==> src/rtl/spi_transmitter.sv <==
// SPI mode-0 master transmitter: bytes in over valid/ready, MSB first on MOSI, CS_N held across bursts.
// Define SPI_TX_MISO_EN for the full-duplex receive path (MISO, RX_DATA, RX_VALID).
module spi_transmitter #(
  parameter int INTERVAL = 125
) (
  input  logic       SCLK,
  input  logic       RST,
  input  logic [7:0] IN_DATA,
  input  logic       IN_VALID,
  output logic       IN_READY,
  output logic       SPI_CLK,
  output logic       MOSI,
  output logic       CS_N,
  output logic       DONE
`ifdef SPI_TX_MISO_EN
  ,
  input  logic       MISO,
  output logic [7:0] RX_DATA,
  output logic       RX_VALID
`endif
);

  typedef enum logic [1:0] {IDLE, SETUP, SHIFT, HOLD} state_t;

  state_t      state;
  logic [31:0] count;
  logic [6:0]  shreg;
  logic [2:0]  bitcnt;
  logic        tick;
  logic        accept;

  assign tick     = (count == 32'(INTERVAL - 1));
  assign IN_READY = (state == IDLE) || ((state == HOLD) && tick);
  assign accept   = IN_VALID && IN_READY;

  // MOSI carries bit 7 from the load onward; shreg holds the remaining seven bits.
  always_ff @(posedge SCLK) begin
    if (!RST) begin
      state   <= IDLE;
      count   <= '0;
      shreg   <= '0;
      bitcnt  <= '0;
      SPI_CLK <= 1'b0;
      MOSI    <= 1'b0;
      CS_N    <= 1'b1;
      DONE    <= 1'b0;
    end else begin
      DONE <= 1'b0;

      if (state == IDLE || tick) begin
        count <= '0;
      end else begin
        count <= count + 32'd1;
      end

      if (accept) begin
        shreg  <= IN_DATA[6:0];
        MOSI   <= IN_DATA[7];
        CS_N   <= 1'b0;
        bitcnt <= '0;
        state  <= SETUP;
      end else begin
        case (state)
          SETUP: begin
            if (tick) begin
              SPI_CLK <= 1'b1;
              state   <= SHIFT;
            end
          end
          SHIFT: begin
            if (tick) begin
              if (!SPI_CLK) begin
                SPI_CLK <= 1'b1;
              end else begin
                SPI_CLK <= 1'b0;
                bitcnt  <= bitcnt + 3'd1;
                if (bitcnt != 3'd7) begin
                  MOSI  <= shreg[6];
                  shreg <= {shreg[5:0], 1'b0};
                end else begin
                  DONE  <= 1'b1;
                  state <= HOLD;
                end
              end
            end
          end
          HOLD: begin
            // A tick without a new byte ends the burst.
            if (tick) begin
              CS_N  <= 1'b1;
              MOSI  <= 1'b0;
              state <= IDLE;
            end
          end
          default: ;
        endcase
      end
    end
  end

`ifdef SPI_TX_MISO_EN
  logic [7:0] rx_shreg;
  logic       rise;
  logic       last_fall;

  assign rise      = tick && ((state == SETUP) || ((state == SHIFT) && !SPI_CLK));
  assign last_fall = tick && (state == SHIFT) && SPI_CLK && (bitcnt == 3'd7);

  always_ff @(posedge SCLK) begin
    if (!RST) begin
      rx_shreg <= '0;
      RX_DATA  <= '0;
      RX_VALID <= 1'b0;
    end else begin
      RX_VALID <= 1'b0;
      if (rise) begin
        rx_shreg <= {rx_shreg[6:0], MISO};
      end
      if (last_fall) begin
        RX_DATA  <= rx_shreg;
        RX_VALID <= 1'b1;
      end
    end
  end
`endif

endmodule

==> config.mk <==
export PLATFORM = sky130hd
export DESIGN_NAME = spi_transmitter
export DESIGN_NICKNAME = d
export VERILOG_FILES = /design/src/rtl/spi_transmitter.sv
export SDC_FILE = /design/constraint.sdc
export NUM_CORES = 1
export LEC_CHECK = 0
export CORE_MARGIN = 1
export CORE_UTILIZATION = 30
export CTS_BUF_LIST = sky130_fd_sc_hd__clkbuf_2
export DETAILED_ROUTE_END_ITERATION = 8
export GPL_TIMING_DRIVEN = 0
export SLEW_MARGIN = 20
export SYNTH_ARGS = -nofsm -noshare
export SYNTH_HDL_FRONTEND = slang
export SYNTH_SLANG_ARGS = --single-unit
==> constraint.sdc <==
create_clock -name SCLK -period 5.05 [get_ports SCLK]
set_input_delay 1.01 -clock SCLK [delete_from_list [all_inputs] [get_ports SCLK]]
set_output_delay 1.01 -clock SCLK [all_outputs]
set_load 0.03 [all_outputs]
# --- Yosys cells after proc, flatten, opt, wreduce, memory -nomap -nowiden ---
# Cells that the tools add are included.
op_classes:
  add_sub_neg: 2
  n_eq_ne: 16
  n_reduce_logical: 24
  n_mux: 25
  bitwise: 5
ops:
  columns: ["cell", "count"]
  rows:
  - ["7-bit 2-to-1 mux", 5]
  - ["32-bit by 1-bit adder with 32-bit output, second input constant", 1]
  - ["32-bit by 7-bit == test with 1-bit output, second input constant", 1]
  - ["3-bit != test, second input constant", 7]
  - ["1-bit 2-to-1 mux", 12]
  - ["6-bit AND reduction", 2]
  - ["2-bit nonzero test", 6]
  - ["2-bit 2-to-1 mux", 5]
  - ["2-bit != test, second input constant", 5]
  - ["4-bit AND reduction", 2]
  - ["2-bit one-hot mux with 3 select lines", 1]
  - ["3-bit nonzero test", 2]
  - ["1-bit inverter", 5]
  - ["5-bit AND reduction", 1]
  - ["5-bit OR reduction", 1]
  - ["2-bit == test, second input constant", 2]
  - ["1-bit one-hot mux with 2 select lines", 2]
  - ["4-bit nonzero test", 1]
  - ["2-bit OR reduction", 2]
  - ["3-bit by 1-bit adder with 3-bit output, second input constant", 1]
  - ["3-bit AND reduction", 1]
  - ["2-bit by 1-bit == test with 1-bit output, second input constant", 1]
  - ["1-bit logical AND", 2]
  - ["2-bit logical NOT", 1]
  - ["2 further kinds", 3]
totals:
  register_bits: 48
  out_inout_bits: 5
  inputBits: 11
  word_cells: 81

# --- Logic depth before layout (Yosys ltp) ---
depth:
  depth_word: 6
  depth_mapped: 9
  depth_no_buf: 7

# --- Worst setup path after synthesis ---
# No wires, ideal clock.
synth_path:
  path_kind: "register to output"
  from: "register count[0]"
  to: "output IN_READY"
  arrival_ns: 1.657
  stages_incl_launch_ff: 8
  path_slack_ns: 2.383
  n_path_buf: 1
  cell_sequence: "dfxtp_1 > inv_1 > ha_1 > nor4b_4 > nand4_4 > nor3_1 > buf_2 > a21o_1"
synth_via:
  elab_chain_cells: 3
synth_lines:
  columns: ["element", "line", "rtl"]
  rows:
  - ["start, declared", "26", "logic [31:0] count;"]
  - ["start signal, assigned", "53", "count <= count + 32'd1;"]
  - ["32-bit by 7-bit == test with 1-bit output", "32", "assign tick = (count == 32'(INTERVAL - 1));"]
  - ["1-bit logical AND", "33", "assign IN_READY = (state == IDLE) || ((state == HOLD) && tick);"]
  - ["1-bit logical OR", "33", null]
  - ["end, declared", "10", "output logic IN_READY,"]
# No other way between the ends.

# --- Final worst setup path ---
# Same ends and word-level chain as after synthesis.

==> metrics.log <==
INFO  metric timing_worst_slew_pin_value = 594 ps
INFO  metric detail_route.iter0.violations = 97
INFO  metric post_synthesis_cell_type_count = 38
INFO  metric num-fill-cells = roughly 800
INFO  metric worst_clock_skew_on_the_final_layout = 9.86 ps
INFO  metric antenna-diode-count = 0
INFO  metric core_area = 7730 µm²
INFO  metric detailroute.via_count = 1921
INFO  metric place.port_buffers = 15
INFO  metric dpl_worst_slack = roughly 1700 ps
INFO  metric clk_latency = 410 ps
INFO  metric cts.root.buffer_cell = clkbuf_2
INFO  metric final_max_slew_viol_count = 0
INFO  metric met1_usage = 0.165
INFO  metric grt_max_degree = 15
INFO  metric syn-mean-instance-area = 8.72 µm²
INFO  metric placedCellCount = 393
INFO  metric setup-violations-final = 0
INFO  metric hold-worst-slack = 504 ps
INFO  metric final.setup.tns = 0 ps
INFO  metric drt-vias-per-instance = 4.79
INFO  metric postCtsHoldBufs = 0
INFO  metric tritoncts_num_sinks = 48
INFO  metric synth.mux.area_fraction = 0.0333
INFO  metric cp_top_family = buffers and inverters
INFO  metric synth_seq_area_share = 0.399
INFO  metric fin_area = 2750 µm²
INFO  metric tritoncts.num_buffers = 5
INFO  metric wl = 4670 µm
INFO  metric synth-compound-area-share = 0.0837
INFO  metric crit_buf_inv = 3
INFO  metric instances_no_fill = 401
INFO  metric cts_setup_buffers = 0
INFO  metric fp.dieH = a little over 90 µm
INFO  metric nets = 318
INFO  metric peakVddDrop = 0.0933 mV
INFO  metric synth_fa_ha_area_frac = 0.0468
INFO  metric gr-max-usage-layer = met2
INFO  metric first_pass_iters = 4
INFO  metric ys_ff_latch = 48
INFO  metric synthSimpleGateAreaFrac = 0.281
INFO  metric clk_pin_slew = approximately 240 ps
INFO  metric ys_dominant_reg_cell = dfxtp_1
INFO  metric max_stage_delay = 660 ps
INFO  metric crit_type = flip-flop to primary output
INFO  metric final_critical_path_setup_slack = 1220 ps
INFO  metric globalRouteOverflowTotal = 0
INFO  metric antenna_found_initial = 0
INFO  metric layout-drive-gt1-share = 0.0669
INFO  metric initial_core_util = 0.311
INFO  metric antenna_violating_nets_post_route = 0
INFO  metric pwr_density_cell = 312 nW/µm²
INFO  metric rsz_0062_raised_after_global_routing = false
INFO  metric drv.max_cap_violation_count = 0
INFO  metric global_route_wire_length_before_repair = 8370 µm
INFO  metric place_hpwl = approximately 3300 µm
INFO  metric critPathCaptureType = primary output
INFO  metric edff_count_synth = 0
INFO  metric ioPinCount = 16
INFO  metric total_die_area = 8380 µm²
INFO  metric path_max_fanout = 10
INFO  metric final_estimated_routing_congestion_in_global_placement = about 0.78
INFO  metric post_synth_inst_count = 276
INFO  metric ys_async_sr_fraction = 0
INFO  metric synthesis.nets = 296
INFO  metric fp-row-count = 32
INFO  metric total_leakage_power = 0.876 nW
INFO  metric share_of_yosys_cell_area_claimed_by_the_top_area_cell_type = 0.399
INFO  metric placed_cell_area = 2680 µm²
INFO  metric hp-class = flip-flop to flip-flop
INFO  metric achievable-frequency = 261 MHz
INFO  metric cts_tree = built
INFO  metric synth_top_area_cells = dfxtp_1 40%, xnor2_1 9.1%, nor2_1 7.2%
INFO  metric synthesis.area = 2410 µm²
INFO  metric synthesis_warning_total = 0
INFO  metric run_status = complete, no violations
INFO  metric syn2layout_area_growth = 14.2%
INFO  metric critPathSlowestCell = clkdlybuf4s50_1
INFO  metric synth.largest_area_cell = dfxtp_1
INFO  metric overall_global_routing_resource_usage = 0.124
INFO  metric cp-start-kind = flip-flop
INFO  metric die_width = 91.6 µm
INFO  metric routedWlPerCell = 11.6 µm
INFO  metric timing.final.crit_share = 0.758
INFO  metric worst_slew_margin_rel = 0.599
INFO  metric cp_data_arrival_time = 2820 ps
INFO  metric final_hold_viol_count = 0
INFO  metric critPathRequiredTime = 4040 ps
INFO  metric met3_usage = 0.0276
INFO  metric drc = 0
INFO  metric synthXorXnorAreaFrac = 0.113
INFO  metric grt_use_met2 = 0.195
INFO  metric vias_in_the_first_global_route = approximately 1800
INFO  metric layout_min_cycle_time = 3830 ps
INFO  metric critical_path.cell_chain = inv_1 -> ha_1 -> nor4b_4 -> nand4_4 -> nor3_1 -> buf_2 -> a21o_1 -> clkdlybuf4s50_1
INFO  metric clk_path_buf_depth = 2
INFO  metric h_tree_lvl_count = 2
INFO  metric cts-resized-gates = 0
INFO  metric synth_top_family_by_area = simple AND/OR/NAND/NOR gates
==> layer usage <==
| metal | share of wire | up-vias |
|---|---|---|
| met5 | 0 | - |
| met4 | 0.011 | 0 |
| met3 | 0.048 | 5 |
| met2 | 0.43 | 33 |
| met1 | 0.51 | 876 |
| li1 | - | 1007 |
==> stage by stage <==
step / utilization / total power (W)
final: 0.356 / 0.000858
after global routing: 0.356 / 0.000919
after CTS: 0.356 / 0.000869
after detailed placement: 0.347 / 0.000660
after global placement: 0.347 / 0.000658
after floorplan: - / 0.000593
==> worst paths after layout <==
path,startpoint,to,slack (ps),depth (start not counted)
setup / recovery,count[0],IN_READY,1220,8
hold / removal,shreg[0],shreg[0],500,2
setup reg to reg,count[0],count[13],2920,9
hold reg to reg,shreg[0],shreg[0],500,2
==> layout by cell type (no fill, tap or decap), types with 2 or more instances in the layout <==
master,Yosys,routed
a211oi_1,2,2
xnor2_1,25,25
nand4_1,5,5
clkbuf_2,0,6
mux2i_1,8,8
nor2_1,46,46
o21ai_0,9,9
nand3_1,13,13
nor4_4,2,2
inv_1,14,14
nor4_1,11,11
clkbuf_1,6,6
nor4b_4,2,2
dfxtp_1,48,48
buf_2,5,5
a21o_1,2,2
a21oi_1,8,8
and4_1,5,5
nand2_1,17,17
and3_1,2,2
xor2_1,6,6
o21ai_1,2,2
ha_1,9,9
clkdlybuf4s50_1,0,15
nor3_1,14,14
==> cells in the mapped netlist (2+ instances only) <==
cell / number
nor4_4: 2
and4_1: 5
xor2_1: 6
ha_1: 9
nand4_1: 5
nor4_1: 11
nor2_1: 46
a211oi_1: 2
nor4b_4: 2
o21ai_0: 9
mux2i_1: 8
clkbuf_1: 6
buf_2: 5
a21oi_1: 8
inv_1: 14
nand3_1: 13
a21o_1: 2
and3_1: 2
xnor2_1: 25
nor3_1: 14
nand2_1: 17
dfxtp_1: 48
o21ai_1: 2
==> final cells by class <==
type / count / area, µm² / share of cell area
multi-input cells: 202 / 1340 / 0.488
flip-flops and latches: 48 / 961 / 0.350
repair buffers: 15 / 150 / 0.0546
well taps: 102 / 128 / 0.0464
inverters: 14 / 52.6 / 0.0191
plain buffers: 12 / 51.3 / 0.0187
clock inverters: 2 / 35.0 / 0.0127
clock buffers: 6 / 30.0 / 0.0109
==> flip-flops by register name, summed over array words and instances (netlist names) <==
signal,flops
MOSI,1
shreg,7
SPI_CLK,1
DONE,1
state,2
CS_N,1
count,32
bitcnt,3
==> kinds of logic after synthesis <==
family                     after synthesis
buffers and inverters                   26
DFF                                     48
and+or+nand+nor                        122
xor gates and xnor gates                31
AOI/OAI and AO/OA                       32
muxes                                    8
adders and majority gates                9
==> worst reg2reg max path, cell delays in order (launching register included) <==
cell and delay (ps):
dfxtp_1 420, inv_1 70, ha_1 150, nor4b_4 240
nand4_4 190, nor3_1 280, or3_1 140, clkbuf_1 210
buf_2 270, nor2_1 80
==> where the power goes <==
part	internal (W)	switching (W)	total, W
clock	0.0000851	0.000122	0.000207
combinational	0.0000929	0.000129	0.000222
sequential	0.000406	0.0000233	0.000429
Power figures use the tool's default switching activity.
